`src/rtl/serial_adder.sv`:
```
// Digit-serial adder: one DIGIT-bit slice reused WIDTH/DIGIT times; done pulses WIDTH/DIGIT+1 cycles after start is accepted.
// start is accepted only while ready; define SERIAL_ADDER_SUB_EN to add a sub port (a - b, cout=1 means no borrow).
module serial_adder #(
  parameter int WIDTH = 8,
  parameter int DIGIT = 1
) (
  input  logic             clk,
  input  logic             rst,
  input  logic             start,
  input  logic [WIDTH-1:0] a,
  input  logic [WIDTH-1:0] b,
  input  logic             cin,
`ifdef SERIAL_ADDER_SUB_EN
  input  logic             sub,
`endif
  output logic             ready,
  output logic             busy,
  output logic             done,
  output logic [WIDTH-1:0] sum,
  output logic             cout
);

  localparam int N  = WIDTH / DIGIT;
  localparam int CW = (N > 1) ? $clog2(N) : 1;
  localparam logic [CW-1:0] LAST = CW'(N - 1);

  typedef enum logic [1:0] {
    IDLE = 2'd0,
    RUN  = 2'd1,
    DONE = 2'd2
  } state_t;

  state_t           state_q, state_d;
  logic [CW-1:0]    cnt_q, cnt_d;
  logic             carry_q, carry_d;
  logic [WIDTH-1:0] a_sh_q, a_sh_d;
  logic [WIDTH-1:0] b_sh_q, b_sh_d;
  logic [WIDTH-1:0] res_q, res_d;
  logic [WIDTH-1:0] sum_q, sum_d;
  logic             cout_q, cout_d;

  logic [WIDTH-1:0] b_in;
  logic             c_in;
  logic [DIGIT:0]   digit;

`ifdef SERIAL_ADDER_SUB_EN
  // Two's-complement subtract: invert B and inject a carry of one.
  assign b_in = sub ? ~b : b;
  assign c_in = sub ? 1'b1 : cin;
`else
  assign b_in = b;
  assign c_in = cin;
`endif

  assign digit = {1'b0, a_sh_q[DIGIT-1:0]} + {1'b0, b_sh_q[DIGIT-1:0]}
               + {{DIGIT{1'b0}}, carry_q};

  always_comb begin
    state_d = state_q;
    cnt_d   = cnt_q;
    carry_d = carry_q;
    a_sh_d  = a_sh_q;
    b_sh_d  = b_sh_q;
    res_d   = res_q;
    sum_d   = sum_q;
    cout_d  = cout_q;
    case (state_q)
      IDLE: begin
        if (start) begin
          a_sh_d  = a;
          b_sh_d  = b_in;
          carry_d = c_in;
          cnt_d   = '0;
          state_d = RUN;
        end
      end
      RUN: begin
        carry_d = digit[DIGIT];
        // Partial sums enter at the top so the low digit ends up at bit 0.
        res_d   = (res_q >> DIGIT) | (WIDTH'(digit[DIGIT-1:0]) << (WIDTH - DIGIT));
        a_sh_d  = a_sh_q >> DIGIT;
        b_sh_d  = b_sh_q >> DIGIT;
        cnt_d   = cnt_q + CW'(1);
        if (cnt_q == LAST) begin
          sum_d   = res_d;
          cout_d  = digit[DIGIT];
          state_d = DONE;
        end
      end
      DONE:    state_d = IDLE;
      default: state_d = IDLE;
    endcase
  end

  always_ff @(posedge clk) begin
    if (rst) begin
      state_q <= IDLE;
      cnt_q   <= '0;
      carry_q <= 1'b0;
      a_sh_q  <= '0;
      b_sh_q  <= '0;
      res_q   <= '0;
      sum_q   <= '0;
      cout_q  <= 1'b0;
    end else begin
      state_q <= state_d;
      cnt_q   <= cnt_d;
      carry_q <= carry_d;
      a_sh_q  <= a_sh_d;
      b_sh_q  <= b_sh_d;
      res_q   <= res_d;
      sum_q   <= sum_d;
      cout_q  <= cout_d;
    end
  end

  assign ready = (state_q == IDLE);
  assign busy  = (state_q == RUN);
  assign done  = (state_q == DONE);
  assign sum   = sum_q;
  assign cout  = cout_q;

endmodule

```
`config.mk`:
```
export PLATFORM = sky130hd
export DESIGN_NAME = serial_adder
export DESIGN_NICKNAME = d
export VERILOG_FILES = /design/src/rtl/serial_adder.sv
export SDC_FILE = /design/constraint.sdc
export NUM_CORES = 1
export LEC_CHECK = 0
export CAP_MARGIN = 20
export CORE_UTILIZATION = 45
export CTS_CLUSTER_DIAMETER = 80
export DETAILED_ROUTE_END_ITERATION = 10
export PLACE_DENSITY = 0.71
export SLEW_MARGIN = 15
export SYNTH_ARGS = -nofsm -noshare
export SYNTH_HDL_FRONTEND = slang
export SYNTH_SLANG_ARGS = --single-unit
```
`constraint.sdc`:
```
create_clock -name clk -period 1.9 [get_ports clk]
set_input_delay 0.285 -clock clk [delete_from_list [all_inputs] [get_ports clk]]
set_output_delay 0.285 -clock clk [all_outputs]
set_load 0.02 [all_outputs]
```
# Yosys cells after proc, flatten, opt, wreduce, memory -nomap -nowiden
# Index checks and enable logic that the tools add are counted.
[classes]
order_cmp = 0
reduce_logical = 5
n_mul = 0
eq_ne = 5
div_mod_pow = 0
n_mux = 11
shifts = 0
bitwise_logic = 1
add_sub_neg = 3
[ops]
columns = ["op", "count"]
rows = [
  ["$pmux W8 S2", 2],
  ["$mux W8", 2],
  ["$or A7 B8 Y8", 1],
  ["$pmux W3 S2", 1],
  ["$reduce_and A2 Y1", 3],
  ["$mux W2", 2],
  ["$pmux W2 S2", 1],
  ["$add A3 B1 Y3 const B", 1],
  ["$eq A3 B3 Y1 const B", 1],
  ["$mux W3", 1],
  ["$add A1 B1 Y2", 1],
  ["$add A2 B1 Y2", 1],
  ["$eq A2 B1 Y1 const B", 1],
  ["$eq A2 B2 Y1 const B", 1],
  ["$logic_not A2 Y1", 1],
  ["$ne A2 B1 Y1 const B", 1],
  ["$ne A2 B2 Y1 const B", 1],
  ["$pmux W1 S2", 1],
  ["$reduce_bool A2 Y1", 1],
  ["$mux W1", 1],
]
[totals]
romBits = 0
ff_bits = 39
memories = 0
ramBits = 0
inputBits = 20
latch_bits = 0

# Logic depth before layout (Yosys ltp)
[logic_depth]
depth_word = 3
depth_mapped = 7

# Worst setup path before layout
# OpenSTA, ideal clock, no wires.
[synth_path]
kind = "register -> register"
from = "reg cnt_q[0]"
to = "reg sum_q[0], in the netlist sum[0]"
n_path_buf = 1
setup_slack_ns = 0.608
arrival_time_ns = 1.160
period_less_slack_ns = 1.292
path_stages_with_launch = 7
setup_time_ns = 0.133
path_cell_list = "dfxtp_1 ha_1 ha_1 and3b_2 clkbuf_2 nand2_1 a21oi_1"
[synth_between]
elab_chain_len = 2
[synth_rtl]
columns = ["item", "line", "text"]
rows = [
  ["start: declaration", "34", "logic [CW-1:0] cnt_q, cnt_d;"],
  ["start signal: assignment", "107", "cnt_q <= cnt_d;"],
  ["$eq A3 B3 Y1", "84", "if (cnt_q == LAST) begin"],
  ["$reduce_and A2 Y1 (no line)", "n/a", ""],
  ["end signal: assignment", "112", "sum_q <= sum_d;"],
  ["end: declaration", "39", "logic [WIDTH-1:0] sum_q, sum_d;"],
]
# No other way between the ends.
# A chain may end at the register's enable or synchronous reset.

# Worst setup path after layout
[layout_path]
from = "reg state_q[1]"
to = "out done"
[layout_between]
elab_chain_len = 1
[layout_rtl]
columns = ["item", "line", "text"]
rows = [
  ["start: declaration", "33", "state_t state_q, state_d;"],
  ["start signal: assignment", "106", "state_q <= state_d;"],
  ["$eq A2 B2 Y1", "119", "assign done = (state_q == DONE);"],
  ["end: declaration", "18", "output logic done,"],
]
# No other way between the ends.

==> qor.yml <==
yosys:
  ys_seq_area_share_pct: 48.56
  synth_compound_area_share_pct: 16.21
  synthCells: 170
  yosys.area_share.simple_pct: 15.89
  synth_area_sq_um: 1567
  ys_seq_elements: 38
  yosysTopAreaCell: "dfxtp_1"
  synth.area.mux_share_pct: 10.22
  synth_fa_ha_area_share_pct: 2.875
  avgSynthCellArea_sq_um: 9.215
  synth_top_family_by_area: "compound AO/OA/AOI/OAI gates"
  synth_xor_area_share_pct: 0
  synth_fp_nets: 193
  synth.distinct_cells: 25
  netlist.area_leader.share_pct: 48.56
  synth_area_leaders: "dfxtp_1, mux2i_1, a211oi_1"
  ys_warn_count: 0
critical_path:
  crit_fanout: 9
  crit_buf_inv: 1
  crit_path_start: "state_q[1]$_SDFFE_PP0P_"
  crit_chain: "nor2b_1, clkdlybuf4s50_1"
  path_delay_family: "buffers and inverters"
  critPathRequiredTime_ps: 1620
  crit_path_max_incr_delay_ps: 620
  startpoint_type: "flop"
  timing.rr.start: "state_q[0]$_SDFFE_PP0P_"
  path_class: "flop to output pin"
  worst_setup_path_end_kind: "output pin"
  crit_arrival_ps: 1520
  slowest_stage: "clkdlybuf4s50_1"
detailed_routing:
  vias: 1233
  ant_nets: 0
  routed_wl_microns: 2834
  drt_iter0_markers: 43
  via_per_inst: 5.074
  drtPass1Iterations: 4
  drc_errors: 0
  avgRoutedWirePerCell_microns: 11.66
finish:
  final_common_cell: "dfxtp_1"
  layout_common_cells: "dfxtp_1, nand2_1, clkdlybuf4s50_1"
  drive_above_1_share_pct: 7.107
  area_delta_synth_final_pct: 22.60
  fillers: 326
  antenna_cells: 0
  nets: 221
placement:
  post-dp-hpwl_microns: 1941
  portBuffers: 31
  globalplace.congestion: 0.7964
  pre_cts_ws_ps: 289.8
power_and_ir_drop:
  ir_worst_vdd_v: 0.0004588
  leakagePower_nw: 0.7147
  power_density_nw_per_um2: 754.4
die:
  fp.dieH_microns: 61
  placementRows: 21
  io_pins: 32
  fp.dieW_microns: 61
  die_area_sq_um: 3721
  core_area_sq_um: 3337
  initial_utilization_pct: 46.94
clocking:
  cts_max_path_buffers: 2
  cts_inserted_buffers: 5
  tritoncts: "yes"
  numClockSinks: 38
  clk-insertion-delay-late_ps: 340
  htreeDepth: 2
  cts_setup_buffers: 0
  path_clk_slew_ps: 100
  root_buffer: "clkbuf_4"
hold_path:
  min-delay-path-class: "flop to flop"
  min-delay-start: "sum[6]$_SDFFE_PP0P_"
global_route:
  antenna_found_initial: 0
  grt_first_pass_wirelength_microns: 4498
  grt_remaining_overflow: 0
  first_global_vias: 1055
  grt_max_degree: 39
  grt_usage_pct: 16.86
status:
  status: "complete, no violations"
sta:
  fmax_mhz: 553.6
  maxSlewViolCount: 0
  hold_viol_final: 0
  finalWorstSetupSlack_ps: 93.49
  period_minus_slack_ps: 1807
  worst_pin_slew_ps: 390.5
  finalCritPeriodShare_pct: 95.08
  fin_tns_setup_ps: 0
  relSlewSlack_pct: 73.96
  rsz0062_at_grt: "no"
  setup_viol: 0
  fin_skew_ps: 8.808
run:
  cap_violations: 0
## path summary, 6_finish.rpt
check,slack [ps],depth (start not counted),end
worst max register to register,360,4,a_sh_q[4]$_SDFFE_PP0P_
worst min register to register,460,2,sum[6]$_SDFFE_PP0P_
worst min-delay path,460,2,sum[6]$_SDFFE_PP0P_
worst max-delay path,90,2,done
## cell usage after synthesis
library cell / number
o21bai_1: 1
nor2b_1: 1
buf_1: 1
buf_6: 3
ha_1: 2
nor3b_1: 1
clkbuf_2: 1
inv_1: 1
nor3_1: 1
dfxtp_1: 38
a21oi_1: 16
fa_1: 1
inv_4: 1
buf_2: 3
a22oi_1: 4
buf_4: 3
nor2_1: 22
a211oi_1: 16
nand2b_1: 1
o21ba_4: 1
clkbuf_1: 2
mux2i_1: 16
and3b_2: 1
nand2_1: 32
nand3b_2: 1
## worst register-to-register path: cells and delay by family, from the launching register on
kind            cells  cell delay, ps
compound gates      2             640
flops               1             400
buf+inv             1             330
simple gates        1              80
## power breakdown
group          switching [mW]  internal [mW]
clock                   0.241          0.167
sequential             0.0235          0.834
combinational          0.0889         0.0948
## repair_timing
item,4_1_cts,5_1_grt
hold buffers,0,0
gates resized for setup,2,0
setup endpoints to repair,2,0
## metrics by stage
| step | cell area (sq um) | cells | util (%) | total power, mW | hold slack [ps] |
|---|---|---|---|---|---|
| floorplan | 1567 | 170 | - | 1.003 | 432.1 |
| global placement | 1869 | 237 | 56.02 | 1.056 | 441.3 |
| detailed placement | 1869 | 237 | 56.02 | 1.063 | 445.9 |
| CTS | 1921 | 243 | 57.56 | 1.463 | 460.7 |
| global route | 1921 | 243 | 57.56 | 1.513 | 473.9 |
| finish | 1921 | 243 | 57.56 | 1.449 | 456.6 |
## state kept, by name (all words and copies together), names as in the netlist
register and flops:
res_q 7, state_q 2, a_sh_q 8, cnt_q 3, sum 8, carry_q 1
cout 1, b_sh_q 8
## layout make-up
cell class              instances  area [sq um]  share of cell area, %
clock buffers                   6         51.30                  2.671
well taps                      46         57.56                  2.997
inverters                       2         10.01                 0.5212
flip-flops and latches         38         762.0                  39.67
repair buffers                 34         331.6                  17.26
multi-input cells             117         708.2                  36.87
## metal layers
layer,share of wire [%],track usage (%)
met2,46,26.53
met3,4.8,5.970
met4,1.8,8.442
met5,0,0
met1,47,20.48
## cells by family (layout without fill, tap and decap cells)
family,count (synthesis),after routing
DFF,38,38
adders and majority gates,3,3
and+or+nand+nor,60,60
AOI/OAI and AO/OA,38,38
muxes,16,16
buffers and inverters,15,42
No activity file was read; power rests on OpenSTA's default activity.
